$ cat config.mk
export PLATFORM = sky130hd
export DESIGN_NAME = threshold_event_detector_flat
export DESIGN_NICKNAME = d
export VERILOG_FILES = /design/src/rtl/threshold_event_detector_pkg.sv /design/src/rtl/threshold_event_detector_if.sv /design/src/rtl/threshold_event_detector_comparator.sv /design/src/rtl/threshold_event_detector.sv /design/src/flat_wrapper.sv
export SDC_FILE = /design/constraint.sdc
export NUM_CORES = 1
export LEC_CHECK = 0
export CAP_MARGIN = 20
export CORE_MARGIN = 2
export CORE_UTILIZATION = 40
export DETAILED_ROUTE_END_ITERATION = 6
export GPL_TIMING_DRIVEN = 0
export SETUP_SLACK_MARGIN = 0.15
export SLEW_MARGIN = 15
export SYNTH_ARGS = -nofsm -noshare
export SYNTH_HDL_FRONTEND = slang
export SYNTH_SLANG_ARGS = --single-unit
$ cat constraint.sdc
create_clock -name clk -period 4.5 [get_ports clk]
set_clock_uncertainty 0.15 [all_clocks]
set_input_delay 0.45 -clock clk [delete_from_list [all_inputs] [get_ports clk]]
set_output_delay 0.45 -clock clk [all_outputs]
set_load 0.01 [all_outputs]
$ cat src/rtl/threshold_event_detector_pkg.sv
// Shared definitions for the threshold event detector.
//   DATA_W                          width of samples and threshold
//   ST_UNKNOWN / ST_BELOW / ST_ABOVE  2-bit encodings driven on state_o
//   state_t                         FSM state type built on those encodings
package threshold_event_detector_pkg;

  localparam int DATA_W = 4;

  localparam logic [1:0] ST_UNKNOWN = 2'b00;
  localparam logic [1:0] ST_BELOW   = 2'b01;
  localparam logic [1:0] ST_ABOVE   = 2'b10;

  typedef enum logic [1:0] {
    S_UNKNOWN = ST_UNKNOWN,
    S_BELOW   = ST_BELOW,
    S_ABOVE   = ST_ABOVE
  } state_t;

endpackage

$ cat src/rtl/threshold_event_detector_if.sv
// Sample/threshold bus of the threshold event detector.
//   master : drives thr_load, thr_in, sample_valid, sample; observes results
//   slave  : the detector; receives the inputs and drives state_o, rise_pulse,
//            fall_pulse, eq_hit and event_cnt (CNT_W bits)
interface threshold_event_detector_if #(
  parameter int CNT_W = 8
);
  import threshold_event_detector_pkg::*;

  logic              thr_load;
  logic [DATA_W-1:0] thr_in;
  logic              sample_valid;
  logic [DATA_W-1:0] sample;
  logic [1:0]        state_o;
  logic              rise_pulse;
  logic              fall_pulse;
  logic              eq_hit;
  logic [CNT_W-1:0]  event_cnt;

  modport master (
    output thr_load, thr_in, sample_valid, sample,
    input  state_o, rise_pulse, fall_pulse, eq_hit, event_cnt
  );

  modport slave (
    input  thr_load, thr_in, sample_valid, sample,
    output state_o, rise_pulse, fall_pulse, eq_hit, event_cnt
  );

endinterface

$ cat src/rtl/threshold_event_detector_comparator.sv
// Combinational 4-bit magnitude comparator.
//   a, b : operands (DATA_W bits)
//   agb  : a > b     eq : a == b     alb : a < b
module four_bit_comparator
  import threshold_event_detector_pkg::*;
(
  input  logic [DATA_W-1:0] a,
  input  logic [DATA_W-1:0] b,
  output logic              agb,
  output logic              eq,
  output logic              alb
);

  assign agb = (a > b);
  assign eq  = (a == b);
  assign alb = (a < b);

endmodule

$ cat src/rtl/threshold_event_detector.sv
// Debounced threshold crossing detector.
// Compares each valid sample against a loadable threshold, requires DEBOUNCE
// consecutive opposite-side samples to confirm a crossing, emits one-cycle
// rise/fall pulses and keeps a saturating count of confirmed crossings.
//   clk : system clock, rising edge
//   rst : asynchronous active-high reset
//   bus : slave side of threshold_event_detector_if (inputs thr_load, thr_in,
//         sample_valid, sample; outputs state_o, rise_pulse, fall_pulse,
//         eq_hit, event_cnt)
//
// state     | meaning
// ----------+------------------------------------------------------------
// S_UNKNOWN | after reset or threshold load; first non-equal sample decides
// S_BELOW   | confirmed below threshold; counting consecutive above samples
// S_ABOVE   | confirmed above threshold; counting consecutive below samples
module threshold_event_detector
  import threshold_event_detector_pkg::*;
#(
  parameter int DEBOUNCE = 3,
  parameter int CNT_W    = 8
) (
  input  logic                        clk,
  input  logic                        rst,
  threshold_event_detector_if.slave   bus
);

  if ((DEBOUNCE < 1) || (DEBOUNCE > 15)) begin : g_debounce_range
    $error("DEBOUNCE must be within 1..15");
  end

  localparam logic [3:0] RUN_LAST = 4'(DEBOUNCE - 1);

  state_t            state, state_nxt;
  logic [3:0]        run, run_nxt;
  logic [DATA_W-1:0] thr, thr_nxt;
  logic              rise, rise_nxt;
  logic              fall, fall_nxt;
  logic              eq_hit, eq_hit_nxt;
  logic              cnt_inc;
  logic [CNT_W-1:0]  cnt;
  logic              agb, eq, alb;

  four_bit_comparator u_cmp (
    .a   (bus.sample),
    .b   (thr),
    .agb (agb),
    .eq  (eq),
    .alb (alb)
  );

  always_comb begin
    state_nxt  = state;
    run_nxt    = run;
    thr_nxt    = thr;
    rise_nxt   = 1'b0;
    fall_nxt   = 1'b0;
    eq_hit_nxt = 1'b0;
    cnt_inc    = 1'b0;
    if (bus.thr_load) begin
      // A sample arriving together with a new threshold is dropped entirely.
      thr_nxt   = bus.thr_in;
      state_nxt = S_UNKNOWN;
      run_nxt   = '0;
    end else if (bus.sample_valid) begin
      eq_hit_nxt = eq;
      case (state)
        S_UNKNOWN: begin
          if (agb)      state_nxt = S_ABOVE;
          else if (alb) state_nxt = S_BELOW;
        end
        S_BELOW: begin
          if (agb) begin
            if (run == RUN_LAST) begin
              state_nxt = S_ABOVE;
              rise_nxt  = 1'b1;
              run_nxt   = '0;
              cnt_inc   = 1'b1;
            end else begin
              run_nxt = run + 4'd1;
            end
          end else begin
            // equal is a deadband: it breaks the streak just like below
            run_nxt = '0;
          end
        end
        S_ABOVE: begin
          if (alb) begin
            if (run == RUN_LAST) begin
              state_nxt = S_BELOW;
              fall_nxt  = 1'b1;
              run_nxt   = '0;
              cnt_inc   = 1'b1;
            end else begin
              run_nxt = run + 4'd1;
            end
          end else begin
            run_nxt = '0;
          end
        end
        default: begin
          state_nxt = S_UNKNOWN;
          run_nxt   = '0;
        end
      endcase
    end
  end

  always_ff @(posedge clk or posedge rst) begin
    if (rst) begin
      state  <= S_UNKNOWN;
      run    <= '0;
      thr    <= '0;
      rise   <= 1'b0;
      fall   <= 1'b0;
      eq_hit <= 1'b0;
      cnt    <= '0;
    end else begin
      state  <= state_nxt;
      run    <= run_nxt;
      thr    <= thr_nxt;
      rise   <= rise_nxt;
      fall   <= fall_nxt;
      eq_hit <= eq_hit_nxt;
      if (cnt_inc && (cnt != {CNT_W{1'b1}})) begin
        cnt <= cnt + CNT_W'(1);
      end
    end
  end

  assign bus.state_o    = state;
  assign bus.rise_pulse = rise;
  assign bus.fall_pulse = fall;
  assign bus.eq_hit     = eq_hit;
  assign bus.event_cnt  = cnt;

endmodule

$ cat src/flat_wrapper.sv
// flat-port wrapper written by rule: the top's interface ports become plain ports
module threshold_event_detector_flat import threshold_event_detector_pkg::*;
#(
  parameter int DEBOUNCE = 3,
  parameter int CNT_W    = 8
)
  (clk, rst, bus_thr_load, bus_thr_in, bus_sample_valid, bus_sample, bus_state_o, bus_rise_pulse, bus_fall_pulse, bus_eq_hit, bus_event_cnt);
  threshold_event_detector_if #(.CNT_W(CNT_W)) bus_i ();
  input  logic clk;
  input  logic rst;
  input wire logic [$bits(bus_i.thr_load)-1:0] bus_thr_load;
  input wire logic [$bits(bus_i.thr_in)-1:0] bus_thr_in;
  input wire logic [$bits(bus_i.sample_valid)-1:0] bus_sample_valid;
  input wire logic [$bits(bus_i.sample)-1:0] bus_sample;
  output wire logic [$bits(bus_i.state_o)-1:0] bus_state_o;
  output wire logic [$bits(bus_i.rise_pulse)-1:0] bus_rise_pulse;
  output wire logic [$bits(bus_i.fall_pulse)-1:0] bus_fall_pulse;
  output wire logic [$bits(bus_i.eq_hit)-1:0] bus_eq_hit;
  output wire logic [$bits(bus_i.event_cnt)-1:0] bus_event_cnt;
  assign bus_i.thr_load = bus_thr_load;
  assign bus_i.thr_in = bus_thr_in;
  assign bus_i.sample_valid = bus_sample_valid;
  assign bus_i.sample = bus_sample;
  assign bus_state_o = bus_i.state_o;
  assign bus_rise_pulse = bus_i.rise_pulse;
  assign bus_fall_pulse = bus_i.fall_pulse;
  assign bus_eq_hit = bus_i.eq_hit;
  assign bus_event_cnt = bus_i.event_cnt;
  threshold_event_detector #(.DEBOUNCE(DEBOUNCE), .CNT_W(CNT_W)) u_core (.clk(clk), .rst(rst), .bus(bus_i));
endmodule
Word-level counts from Yosys, hierarchy flattened. Cells that the tools add are included.

Multiply operators: 0. $add $sub $neg: 2. Shift operators: 0. Divide/modulo/power cells: 0. Mux-type cells: 29. Reduce and logical (&&, ||, !) cells: 5. $lt $le $gt $ge: 2. Eq/ne operators: 11. Bitwise logic cells: 0.

Operators by type and width (count): $mux 4 (5); $mux 2 (8); $mux 1 (13); $ne 3x2->1 const B (4); $pmux 4 s3 (1); $add 8x1->8 const B (1); $ne 8x8->1 const B (1); $pmux 2 s3 (1); $reduce_and 6->1 (1); $add 4x1->4 const B (1); $eq 4x2->1 const B (1); $eq 4x4->1 (1); $gt 4x4->1 (1); $lt 4x4->1 (1); $ne 4x2->1 const B (1); $eq 2x1->1 const B (1); $eq 2x2->1 const B (1); $logic_not 2->1 (1); $ne 2x2->1 const B (1); $pmux 1 s2 (1); $reduce_and 2->1 (1); $reduce_bool 2->1 (1); $logic_and 1x1->1 (1).

Memory bits (read-only): 0. Memories kept: 0. Input port bits: 12. Register bits: 21. Logic and storage cells: 56. Output and inout port bits: 13. Latch bits: 0. RAM bits: 0.

Logic depth before layout (Yosys ltp). Gate-level depths: netlist of run 1.

Depth in word-level cells: 7. Gate-level depth with buffers: 8. Depth with buffers taken out: 8.

Cells and area by module. A second synthesis of run 1 with hierarchy kept.

Cells, all modules: 119. Area, all modules: 1251.2 sq um.

Modules (own cells, without submodules): threshold_event_detector (instances 1, cells each 103, area an instance 1122.3 sq um); four_bit_comparator (instances 1, cells each 16, area an instance 128.9 sq um).

Worst setup path before layout of run 1. Ideal clock, no wire load.

Path kind: input -> register. From: in bus_sample[1]. To: reg u_core.cnt[7] (netlist: u_core.bus.event_cnt[7]). Data arrival time: 1.951 ns. Buffers on the path: 0. Stages on the path: 7. Path slack: 2.272 ns. Cell sequence: ha_1 -> nor2b_4 -> o211ai_4 -> and3_4 -> o211ai_4 -> nor3_1 -> mux2_1.

Cells in the longest elaborated chain, start to end: 6. Elaborated cells between the ends (all ways): 8. Those cells by class: order compare: 2; mux: 5; reduce/logical: 1.

RTL lines: start, declared (line flat_wrapper.sv:14) `input wire logic [$bits(bus_i.sample)-1:0] bus_sample;`; $lt 4x4->1 / $gt 4x4->1 (equally long branches) (line threshold_event_detector_comparator.sv:16, threshold_event_detector_comparator.sv:14); $mux 1 (on tied branches) (line threshold_event_detector.sv:87, threshold_event_detector.sv:72); $pmux 1 s2 * (line threshold_event_detector.sv:66) `case (state)`; $mux 1 * (line threshold_event_detector.sv:64) `end else if (bus.sample_valid) begin`; $mux 1 * (line threshold_event_detector.sv:59) `if (bus.thr_load) begin`; $logic_and 1x1->1 * (line threshold_event_detector.sv:124) `if (cnt_inc && (cnt != {CNT_W{1'b1}})) begin`; end signal, assigned (line threshold_event_detector.sv:125) `cnt <= cnt + CNT_W'(1);`; end, declared (line threshold_event_detector.sv:40) `logic [CNT_W-1:0] cnt;`.

Mark *: on every way between the ends. The rest lies on a longest branch, timed or not. A chain may end at the register's enable or synchronous reset.

Worst setup path in the final report of run 1. Same ends and word-level chain as after synthesis.

==> impl_metrics.ini, run 1 <==
[route]
drt_wl_total_mm = 2.37
via_per_inst = 5.07
antenna_left = 0
vias = 1019
initialDrtViolationCount = 24
first_pass_iters = 4
wl_per_cell_um = 11.8
drc_errors = 0

[pwr]
p_total_mw = 0.507
irDropWorstVdd_v = 0.000183
leakage_nw = 0.703
power_density_nw_per_um2 = 316

[layout]
antenna_cells = 0
final_common_cell = clkdlybuf4s50_1
syn2layout_area_growth_pct = 25.2
stdcell_count = 201
layout.nets = 180
layout-drive-gt1-share_pct = 11.5
layout_common_cells = 24 x clkdlybuf4s50_1, 21 x dfrtp_1, 13 x nand2_1

[timing]
fin_crit_sh_pct = 53.8
hold_ws_ns = 0.349
grt_setup_unrepaired = false
relSlewSlack_pct = 45.4
max_freq_ghz = 0.413
slew_violations = 0
hold_viol_final = 0
fin_tns_setup_ns = 0
setup_violations = 0
fin_crit_ns = 2.42
worstMarginPinSlew_ns = 0.817

[synth]
synth.largest_area_cell = dfrtp_1
ys_ff_latch = 21
yosysWarnings = 0
synth_edf_count = 0
synth_fp_nets = 151
synthArstFlopShare_pct = 100
ys_top_cells_by_area = dfrtp_1 41%, ha_1 9.8%, nand2_1 3.8%, o211ai_4 3.3%, inv_1 3.2%
synth_top_area_share_pct = 41.0
synth_top_flop_cell = dfrtp_1
yosysSeqAreaShare_pct = 41.0
synth_cells = 129
ys_types = 38
avgSynthCellArea_um2 = 9.93
synth_area_um2 = 1280

[clocking]
clk_latency_ns = 0.31
postCtsSetupBuffers = 0
cts.sinks = 21
cts-resized-gates = 0
root_buffer = clkbuf_4
clock_path_buffers = 2
clk_pin_slew_worst_paths_ns = 0.13
htree_levels = 1
hold_buffers = 0
cts_buffers = 3
cts_tree = yes

[die]
initial_core_util_pct = 42.0
ios = 25
die-area_um2 = 3670
row_count = 20
core-area_um2 = 3050
die_w_um = 60.6
chipHeight_um = 60.6

[place]
dp.cells = 197
portBuffers = 24
globalplace.congestion = 0.845
dp_hpwl_mm = 1.84

[worst_setup_path]
cp.arrival_ns = 2.47
cpLargestDelayFamily = simple AND/OR/NAND/NOR gates
start_kind = primary input
worstSetupPathType = in -> reg
cpMostUsedCell = o211ai_4
ff2ff_setup_slack_ns = 2.25
r2r-end = u_core.bus.event_cnt[7]
reg2regPathDepth = 8
crit_chain = clkdlybuf4s50_1 -> ha_1 -> nor2b_4 -> o211ai_4 -> and3_4 -> o211ai_4 -> nor3_1 -> mux2_1
crit_start = bus_sample[1]
slowest_stage = clkdlybuf4s50_1
critical-path-max-stage-delay_ns = 0.40
required_ns = 4.55
critPathCaptureType = register
crit_cells = 8
crit_fanout = 7
regToRegStartpoint = u_core.thr[1]
worst-path-buf-inv = 1
endpoint = u_core.bus.event_cnt[7]

[grt]
grt_pass1_wl_mm = 4.06
antenna_found_initial = 0
gr-total-overflow = 0
grt.total_usage_pct = 14.8
grt_start_max_net_pins = 22
grt_pass1_vias = 987

[outcome]
status = completed

[worst_hold_path]
min_from = u_core.bus.event_cnt[5]
min_path_type = reg -> reg

[flow_run]
cap_viol_max_count = 0
## cell usage after synthesis (3+ instances only)
library cell	count
inv_1	11
dfrtp_1	21
nor3_1	5
nand2_1	13
nand3_1	5
a21oi_1	6
xor2_1	3
o21ai_0	7
nand2b_1	3
and3_1	4
nor2_1	7
ha_1	10
## sequential cells by signal, indices dropped and copies added (netlist names)
| signal | flops |
|---|---|
| u_core.bus.event_cnt | 8 |
| u_core.run | 4 |
| u_core.thr | 4 |
| u_core.bus.state_o | 2 |
| u_core.bus.eq_hit | 1 |
| u_core.bus.fall_pulse | 1 |
| u_core.bus.rise_pulse | 1 |
## cell families (layout without fill, tap and decap cells)
group                    count (synthesis)  after routing  share of synthesized area [%]
XOR/XNOR                                 4              4                           2.73
adder cells (fa/ha/maj)                 10             10                           9.77
AND/OR/NAND/NOR                         50             50                           22.3
flip-flops                              21             21                           41.0
AO/OA/AOI/OAI                           27             27                           16.0
buffers and inverters                   12             40                           3.52
multiplexers                             5              5                           4.69
## worst min-delay path by stage
| stage | to | slack, ns | depth (start not counted) |
|---|---|---|---|
| 3_5_place_dp | u_core.bus.event_cnt[5] | 0.33 | 1 |
| 4_1_cts | u_core.bus.event_cnt[5] | 0.36 | 1 |
| 2_1_floorplan | u_core.bus.eq_hit | 0.28 | 1 |
| 6_report | u_core.bus.event_cnt[5] | 0.35 | 1 |
| 3_3_place_gp | u_core.bus.event_cnt[5] | 0.33 | 1 |
| 5_1_grt | u_core.bus.event_cnt[5] | 0.38 | 1 |
## power breakdown
| part | leakage, nW | total [mW] | switching [mW] | internal, mW |
|---|---|---|---|---|
| clock network | 0.0177 | 0.0925 | 0.0593 | 0.0332 |
| registers | 0.285 | 0.216 | 0.0150 | 0.201 |
| logic | 0.401 | 0.199 | 0.107 | 0.0921 |
## layer usage
layer	part of all wire, %	up-vias	global-route usage [%]
li1	-	513	-
met1	46	474	17.7
met2	47	26	25.8
met3	4.8	6	2.77
met4	1.9	0	6.52
met5	0	-	0
## area by class of cell
cell class              instances  area [um2]
repair buffers                 24         240
fillers                       301        1450
clock inverters                 1        5.00
well taps                      44        55.1
clock buffers                   3        22.5
multi-input cells              96         711
flip-flops and latches         21         526
inverters                      11        41.3
plain buffers                   1        3.75
## per-stage QoR
stage	setup slack, ns	utilization, %	cell area [um2]
global route	1.95	52.5	1600
finish	2.08	52.5	1600
detailed placement	1.74	51.6	1580
CTS	2.07	52.5	1600
global placement	1.74	51.6	1580
floorplan	2.27	-	1280
## worst register-to-register path, cell delays in order (launching register included)
cell	delay, ns
dfrtp_1	0.38
inv_1	0.07
ha_1	0.25
nor2b_4	0.14
o211ai_4	0.22
and3_4	0.25
o211ai_4	0.12
nor3_1	0.23
mux2_1	0.33
Power figures use the tool's default switching activity.
==> run 2: changes to the inputs <==
--- a/config.mk
+++ b/config.mk
@@ -10,6 +10,7 @@
 export CORE_UTILIZATION = 40
 export DETAILED_ROUTE_END_ITERATION = 6
 export GPL_TIMING_DRIVEN = 0
+export PLACE_DENSITY = 0.67
 export SETUP_SLACK_MARGIN = 0.15
 export SLEW_MARGIN = 15
 export SYNTH_ARGS = -nofsm -noshare
==> constraint.sdc (replaced) <==
create_clock -name clk -period 2.14 [get_ports clk]
set_clock_uncertainty 0.15 [all_clocks]
set_input_delay 0.214 -clock clk [delete_from_list [all_inputs] [get_ports clk]]
set_output_delay 0.214 -clock clk [all_outputs]
set_load 0.01 [all_outputs]
==> run 2 against run 1 <==
Compared with the run above: die area unchanged; cell count up 5.0%; sequential share of layout area down 3.5 points; critical endpoint unchanged; critical path type is now reg -> reg.
==> impl_metrics.ini, run 2 (synthesized netlist as in run 1, its figures left out) <==
[worst_setup_path]
required_ns = 2.18
cp.arrival_ns = 2.17
regToRegStartpoint = u_core.thr[1]
crit_start = u_core.thr[1]
ff2ff_setup_slack_ns = 0.007
r2r-end = u_core.bus.event_cnt[7]
worstSetupPathType = reg -> reg
critPathCaptureType = register
crit_fanout = 6
start_kind = register
reg2regPathDepth = 8

[grt]
grt.total_usage_pct = 16.2
grt_pass1_vias = 1038
gr-total-overflow = 0
grt_start_max_net_pins = 22
antenna_found_initial = 0
grt_pass1_wl_mm = 4.41

[clocking]
htree_levels = 1
cts_tree = yes
clock_path_buffers = 2
clk_pin_slew_worst_paths_ns = 0.11
cts_buffers = 3
hold_buffers = 0
root_buffer = clkbuf_4
clk_latency_ns = 0.29
cts.sinks = 21

[timing]
hold_ws_ns = 0.208
setup_violations = 0
hold_viol_final = 0
relSlewSlack_pct = 46.7
fin_crit_sh_pct = 99.7
grt_setup_unrepaired = true
slew_violations = 0
fin_crit_ns = 2.13
max_freq_ghz = 0.469
worstMarginPinSlew_ns = 0.799
fin_tns_setup_ns = 0

[pwr]
leakage_nw = 0.757
irDropWorstVdd_v = 0.000482
combPwrFrac_pct = 44.9
netSwitchingPower_mw = 0.419
power_density_nw_per_um2 = 650
power.clock.fraction_pct = 16.0
p_int_mw = 0.746
switching_share_pct = 35.9
seqPwrFrac_pct = 39.1

[layout]
final_common_cell = clkdlybuf4s50_1
syn2layout_area_growth_pct = 39.9
layout.nets = 190
layout-drive-gt1-share_pct = 24.6
antenna_cells = 0
layout_common_cells = 24 x clkdlybuf4s50_1, 21 x dfrtp_1, 13 x nand2_1
largest_reg_flops = 8

[die]
initial_core_util_pct = 42.0
chipHeight_um = 60.6
ios = 25
core-area_um2 = 3050
row_count = 20
die_w_um = 60.6
die-area_um2 = 3670

[route]
via_per_inst = 5.20
initialDrtViolationCount = 45
antenna_left = 0
drc_errors = 0
first_pass_iters = 4
drt_wl_total_mm = 2.67
vias = 1097
wl_per_cell_um = 12.7

[flow_run]
cap_viol_max_count = 0

[place]
globalplace.congestion = 0.769
portBuffers = 24
dp_hpwl_mm = 1.93

[worst_hold_path]
min_path_type = in -> async

[outcome]
status = completed
-- run 2: critical path, stage by stage (launching register included) --
cell      delay (ns)
dfrtp_1         0.39
inv_2           0.07
ha_4            0.20
nor2b_4         0.13
o211ai_4        0.22
and3_4          0.25
o211ai_4        0.11
nor3_2          0.21
mux2_4          0.31
-- run 2: worst max-delay path by stage --
| stage | slack (ns) | to | depth (start not counted) |
|---|---|---|---|
| detailed placement | -0.37 | u_core.bus.event_cnt[7] | 8 |
| CTS | -0.008 | u_core.bus.event_cnt[7] | 8 |
| global route | -0.07 | u_core.bus.event_cnt[7] | 8 |
| global placement | -0.34 | u_core.bus.event_cnt[1] | 7 |
| finish | 0.007 | u_core.bus.event_cnt[7] | 8 |
| floorplan | 0.09 | u_core.bus.event_cnt[1] | 8 |
-- run 2: layout make-up --
cell class | instances | area (um2)
buffer | 1 | 3.75
clock buffer | 4 | 26.3
fill | 288 | 1260
inverter | 11 | 41.3
multi-input combinational | 96 | 818
sequential | 21 | 526
tap | 44 | 55.1
timing repair buffer | 34 | 323
-- run 2: per-layer routing --
| metal | wire length [um] | track usage, % | up-vias |
|---|---|---|---|
| met5 | 0 | 0 | - |
| met4 | 23 | 7.45 | 0 |
| met3 | 95 | 2.77 | 2 |
| met2 | 1410 | 29.2 | 24 |
| met1 | 1150 | 18.5 | 538 |
| li1 | - | - | 533 |
-- run 2: stage by stage --
stage	setup slack [ns]	instance area (um2)	cells	utilization [%]	total power, mW
final	0.00692	1790	211	58.7	1.17
after global routing	-0.0720	1790	211	58.7	1.25
after CTS	-0.00850	1740	209	56.9	1.15
after detailed placement	-0.368	1590	197	52.2	0.894
after global placement	-0.342	1590	197	52.2	0.881
after floorplan	0.0921	1300	129	-	0.767
-- run 2: power groups by stage --
stage                     registers [mW]  clock network [mW]  logic, mW
after floorplan                    0.465                   0      0.302
after global placement             0.461                   0      0.419
after detailed placement           0.464                   0      0.430
after CTS                          0.455               0.198      0.499
after global routing               0.462               0.213      0.577
final                              0.455               0.187      0.523
-- run 2: what timing repair did --
action,4_1_cts,5_1_grt
pin swaps,12,3
endpoints found under the hold margin,0,0
setup buffers,8,2
gates resized for setup,13,7
endpoints found under the setup margin,12,13
==> run 3: changes to the inputs <==
--- a/config.mk
+++ b/config.mk
@@ -10,7 +10,6 @@
 export CORE_UTILIZATION = 40
 export DETAILED_ROUTE_END_ITERATION = 6
 export GPL_TIMING_DRIVEN = 0
-export PLACE_DENSITY = 0.67
 export SETUP_SLACK_MARGIN = 0.15
 export SLEW_MARGIN = 15
 export SYNTH_ARGS = -nofsm -noshare
==> constraint.sdc (replaced) <==
create_clock -name clk -period 2.49 [get_ports clk]
set_clock_uncertainty 0.15 [all_clocks]
set_input_delay 0.249 -clock clk [delete_from_list [all_inputs] [get_ports clk]]
set_output_delay 0.249 -clock clk [all_outputs]
set_load 0.01 [all_outputs]
==> run 3 against run 2 <==
Compared with the run above: non-clock buffer count is 10 lower; critical path depth is the same; cell count is 4.7% lower; total power fell by 21%; largest power group is now sequential cells.
==> impl_metrics.ini, run 3 (synthesized netlist as in run 1, its figures left out) <==
[outcome]
status = completed

[layout]
layout.nets = 180
fillers = 298
syn2layout_area_growth_pct = 26.2
antenna_cells = 0
largest_reg_flops = 8
layout-drive-gt1-share_pct = 12.1
final_common_cell = clkdlybuf4s50_1
final_area_um2 = 1620
layout_common_cells = 24 x clkdlybuf4s50_1, 21 x dfrtp_1, 13 x nand2_1
fin_util_pct = 53.0

[pwr]
combPwrFrac_pct = 39.4
power.clock.fraction_pct = 18.2
p_int_mw = 0.591
power_density_nw_per_um2 = 569
irDropWorstVdd_v = 0.000331
netSwitchingPower_mw = 0.329
seqPwrFrac_pct = 42.4
switching_share_pct = 35.8
leakage_nw = 0.705
p_total_mw = 0.921

[place]
portBuffers = 24
place_area_um2 = 1580
dp_hpwl_mm = 1.84
globalplace.congestion = 0.845

[timing]
worstMarginPinSlew_ns = 0.818
setup_violations = 0
fin_crit_ns = 2.20
hold_ws_ns = 0.239
max_freq_ghz = 0.454
fin_crit_sh_pct = 88.5
grt_setup_unrepaired = false
slew_violations = 0
hold_viol_final = 0
relSlewSlack_pct = 45.4

[route]
vias = 1025
wl_per_cell_um = 11.8
via_per_inst = 5.10
drc_errors = 0
antenna_left = 0
initialDrtViolationCount = 26
first_pass_iters = 4
drt_wl_total_mm = 2.38

[die]
row_count = 20
core-area_um2 = 3050
initial_core_util_pct = 42.0
die-area_um2 = 3670
chipHeight_um = 60.6
ios = 25
die_w_um = 60.6

[clocking]
cts_buffers = 3
htree_levels = 1
clock_path_buffers = 2
clk_latency_ns = 0.31
root_buffer = clkbuf_4
clk_pin_slew_worst_paths_ns = 0.13
cts_tree = yes
cts.sinks = 21

[worst_setup_path]
cpMostUsedCell = o211ai_4
worstSetupPathType = reg -> reg
worst-path-buf-inv = 1
critPathCaptureType = register
start_kind = register
crit_chain = inv_1 -> ha_1 -> nor2b_4 -> o211ai_4 -> and3_4 -> o211ai_4 -> nor3_2 -> mux2_1
slowest_stage = dfrtp_1
cpLargestDelayFamily = simple AND/OR/NAND/NOR gates
required_ns = 2.54
crit_fanout = 7
critical-path-max-stage-delay_ns = 0.38
cp.arrival_ns = 2.25

[grt]
gr-usage-met2_pct = 25.8
antenna_found_initial = 0
met3_usage_pct = 2.77
grt_pass1_wl_mm = 4.06
grtUsageMet1_pct = 17.7
grt.total_usage_pct = 14.8
grt_pass1_vias = 987
gr-total-overflow = 0
busiest_layer = met2
grt_start_max_net_pins = 22

[worst_hold_path]
min_path_type = in -> async

[flow_run]
cap_viol_max_count = 0
[run 3: power groups by stage]
stage / registers (mW) / logic [mW] / clock network, mW
2_1_floorplan: 0.399 / 0.257 / 0
3_3_place_gp: 0.397 / 0.359 / 0
5_1_grt: 0.395 / 0.412 / 0.188
3_5_place_dp: 0.397 / 0.363 / 0
6_report: 0.390 / 0.363 / 0.167
4_1_cts: 0.391 / 0.367 / 0.178
[run 3: area by class of cell]
class                   instances  area [um2]  area share [%]
clock inverters                 1        5.00           0.310
repair buffers                 24         240            14.9
clock buffers                   3        22.5            1.39
plain buffers                   1        3.75           0.232
well taps                      44        55.1            3.41
inverters                      11        41.3            2.55
multi-input cells              96         723            44.7
flip-flops and latches         21         526            32.5
[run 3: routing by layer]
| layer | up-vias | wire length [um] |
|---|---|---|
| li1 | 513 | - |
| met1 | 481 | 1100 |
| met4 | 0 | 44 |
| met5 | - | 0 |
| met2 | 25 | 1130 |
| met3 | 6 | 111 |
[run 3: path summary, 6_finish.rpt]
path | startpoint | endpoint | slack, ns | cells after the start
max | u_core.thr[1] | u_core.bus.event_cnt[7] | 0.29 | 8
min | rst | u_core.bus.event_cnt[4] | 0.24 | 2
max reg2reg | u_core.thr[1] | u_core.bus.event_cnt[7] | 0.29 | 8
min reg2reg | u_core.bus.event_cnt[5] | u_core.bus.event_cnt[5] | 0.35 | 1
max in group asynchronous | rst | u_core.bus.fall_pulse | 1.44 | 2
min in group clk | bus_thr_in[3] | u_core.thr[3] | 0.34 | 3
[run 3: metrics by stage]
stage	cells	worst slack, ns	TNS (ns)
6_report	201	0.285	0
5_1_grt	201	0.170	0
4_1_cts	201	0.229	0
3_5_place_dp	197	-0.0717	-0.0848
3_3_place_gp	197	-0.0659	-0.0718
2_1_floorplan	129	0.380	0
[run 3: timing repair]
item	CTS	global route
hold buffers	0	0
buffers inserted	0	0
resized for setup	0	2
endpoints found under the setup margin	0	1
==> edit: new RTL, flow settings as in run 3 <==
`CNT_W` is set to 8 in 3 places; all go to 6.
--- a/src/rtl/threshold_event_detector_if.sv
+++ b/src/rtl/threshold_event_detector_if.sv
@@ -3,7 +3,7 @@
 //   slave  : the detector; receives the inputs and drives state_o, rise_pulse,
 //            fall_pulse, eq_hit and event_cnt (CNT_W bits)
 interface threshold_event_detector_if #(
-  parameter int CNT_W = 8
+  parameter int CNT_W = 6
 );
   import threshold_event_detector_pkg::*;
 
--- a/src/rtl/threshold_event_detector.sv
+++ b/src/rtl/threshold_event_detector.sv
@@ -17,7 +17,7 @@
   import threshold_event_detector_pkg::*;
 #(
   parameter int DEBOUNCE = 3,
-  parameter int CNT_W    = 8
+  parameter int CNT_W    = 6
 ) (
   input  logic                        clk,
   input  logic                        rst,
--- a/src/flat_wrapper.sv
+++ b/src/flat_wrapper.sv
@@ -2,7 +2,7 @@
 module threshold_event_detector_flat import threshold_event_detector_pkg::*;
 #(
   parameter int DEBOUNCE = 3,
-  parameter int CNT_W    = 8
+  parameter int CNT_W    = 6
 )
   (clk, rst, bus_thr_load, bus_thr_in, bus_sample_valid, bus_sample, bus_state_o, bus_rise_pulse, bus_fall_pulse, bus_eq_hit, bus_event_cnt);
   threshold_event_detector_if #(.CNT_W(CNT_W)) bus_i ();
Interface: changed (resized bus_event_cnt); port bits go from 25 to 23. The function was not compared with the original's and may differ.
==> edit against run 3 <==
Cell count is 10% lower; synthesized cell count decreased by 8.5%; fmax is 4.2% lower; die area is 7.9% lower; register-to-register slack lost 80 ps; utilization grew 3.6 points; non-clock buffer count increased by 4; design area down 2.6%; power is 9.4% lower; worst setup slack got worse by 97 ps; sequential cell count shrank 2; routed wire length rose by 0.38%; area after synthesis is 8.4% lower; largest cell class unchanged; largest power group unchanged; highest routed layer unchanged.
==> edit: results (changes against run 3) <==
The slack of the worst reg-to-reg path is 210 ps (was 290 ps). The cell depth of the worst flop-to-flop path came to 10 (was 8). The data arrival time of the critical path came to 2340 ps (was 2250 ps). The first-pass GRT wire length came out at 4181 um (was 4064 um). The maximum number of pins on one net before global-route repair is 20 (was 22).

The aggregate global-route resource usage is 0.1573 (was 0.1480). The clock transition at the registers of the reported paths came out at 110 ps (was 130 ps). The overall routed net length came to 2389 um (was 2380 um). The number of flip-flops in the largest register is 6 (was 8). The sequential-to-total area share from yosys stat came out at 0.4051 (was 0.4102).

The worst setup path startpoint was bus_sample[1] (was u_core.thr[1]$_DFFE_PP0P_). Run status: complete, no violations (unchanged). The peak supply drop came to 330.8 uV (about the same). Synth top area cells: sky130_fd_sc_hd__dfrtp_1, sky130_fd_sc_hd__ha_1, sky130_fd_sc_hd__inv_1 (was sky130_fd_sc_hd__dfrtp_1, sky130_fd_sc_hd__ha_1, sky130_fd_sc_hd__nand2_1). The clock insertion delay at the later pin of the skew report is 290 ps (was 310 ps). The net count after synthesis came out at 140 (was 151). The count of vias placed by the detailed router is 987 (was 1,025). The share of cells above drive strength 1 was 0.1946 (was 0.1210). The fill cell total of the finished layout came out at 253 (was 298).

The largest delay contributor family on the critical path is compound AO/OA/AOI/OAI gates (was simple AND/OR/NAND/NOR gates). The largest incremental delay on the critical path is 450 ps (was 380 ps). The routability congestion estimate from global placement is 0.8063 (was 0.8448). The via count of the first global-routing pass came to 961 (was 987). The critical-path maximum fanout is 5 (was 7).

The critical-path cell with the highest stage delay is sky130_fd_sc_hd__clkdlybuf4s50_1 (was sky130_fd_sc_hd__dfrtp_1). The number of nets in the layout is 172 (was 180). The count of port buffers added during placement is 21 (was 24). The reported leakage power came out at 0.7094 nW (was 0.7050 nW). The slew at the pin closest to its max-slew limit is 726.3 ps (was 818.4 ps). The endpoint of the worst setup timing path was u_core.bus.state_o[1]$_DFFE_PP0P_ (was u_core.bus.event_cnt[7]$_DFFE_PP0P_). The half-perimeter wire length after placement came out at 1667 um (was 1841 um). The final setup violation count was 0 (unchanged).
-- edit: changes by cell type in the layout (fill, tap and decap cells not counted), sizes merged, moves of 3 or more --
cell,run 3,this run
nor2,8,1
buf,0,6
a211oi,0,3
and3,5,2
clkdlybuf4s50,24,21
mux2,5,2
nor3,5,8
-- edit: repair_timing --
item                                   CTS  global route
pin swaps                                1             6
gates resized for setup                  1            15
buffers inserted                         2             4
cloned                                   0             0
endpoints found under the hold margin    0             0
setup endpoints to repair                2             9
-- edit: final cells by class --
| cell class | instances | area share |
|---|---|---|
| Buffer | 2 | 0.004769 |
| Clock buffer | 4 | 0.01669 |
| Sequential cell | 19 | 0.3021 |
| Inverter | 13 | 0.03100 |
| Tap cell | 31 | 0.02464 |
| Multi-Input combinational cell | 84 | 0.4563 |
| Timing Repair Buffer | 27 | 0.1645 |
-- edit: cell families after synthesis --
group           after synthesis  share of synthesized area
fa+ha+maj                    10                     0.1066
simple gates                 39                     0.2026
compound gates               29                     0.1887
xor+xnor                      4                    0.02985
mux                           2                    0.01919
flops                        19                     0.4051
buf+inv                      15                    0.04798
-- edit: how the worst min path moves through the flow --
stage	endpoint	cells after the start
after floorplan	u_core.bus.eq_hit$_DFF_PP0_	1
after global placement	u_core.thr[0]$_DFFE_PP0P_	1
after detailed placement	u_core.thr[0]$_DFFE_PP0P_	1
after CTS	u_core.bus.event_cnt[0]$_DFFE_PP0P_	2
after global routing	u_core.bus.event_cnt[0]$_DFFE_PP0P_	2
final	u_core.bus.event_cnt[0]$_DFFE_PP0P_	2
-- edit: power by group --
group	total [mW]	leakage [nW]	internal, mW	switching, mW
Combinational	0.327	0.443	0.152	0.176
Sequential	0.349	0.251	0.328	0.0215
Clock	0.157	0.0150	0.0623	0.0952
Total	0.834	0.709	0.542	0.292
-- edit: stage by stage --
| stage | TNS (ps) | instances | power (mW) | area [um2] | worst slack [ps] |
|---|---|---|---|---|---|
| finish | 0 | 180 | 0.8341 | 1574 | 187.8 |
| global route | 0 | 180 | 0.8996 | 1574 | 118.2 |
| CTS | 0 | 176 | 0.8137 | 1469 | 128.3 |
| detailed placement | -456.8 | 170 | 0.6416 | 1423 | -194.0 |
| global placement | -382.4 | 170 | 0.6380 | 1423 | -185.3 |
| floorplan | 0 | 118 | 0.5595 | 1174 | 255.4 |
-- edit: per-layer routing --
| metal | global-route usage | wire, um | up-vias |
|---|---|---|---|
| met4 | 0.05648 | 26 | 0 |
| met3 | 0.02679 | 93 | 4 |
| met2 | 0.2565 | 1165 | 22 |
| li1 | - | - | 487 |
| met1 | 0.2098 | 1103 | 474 |
| met5 | 0 | 0 | - |
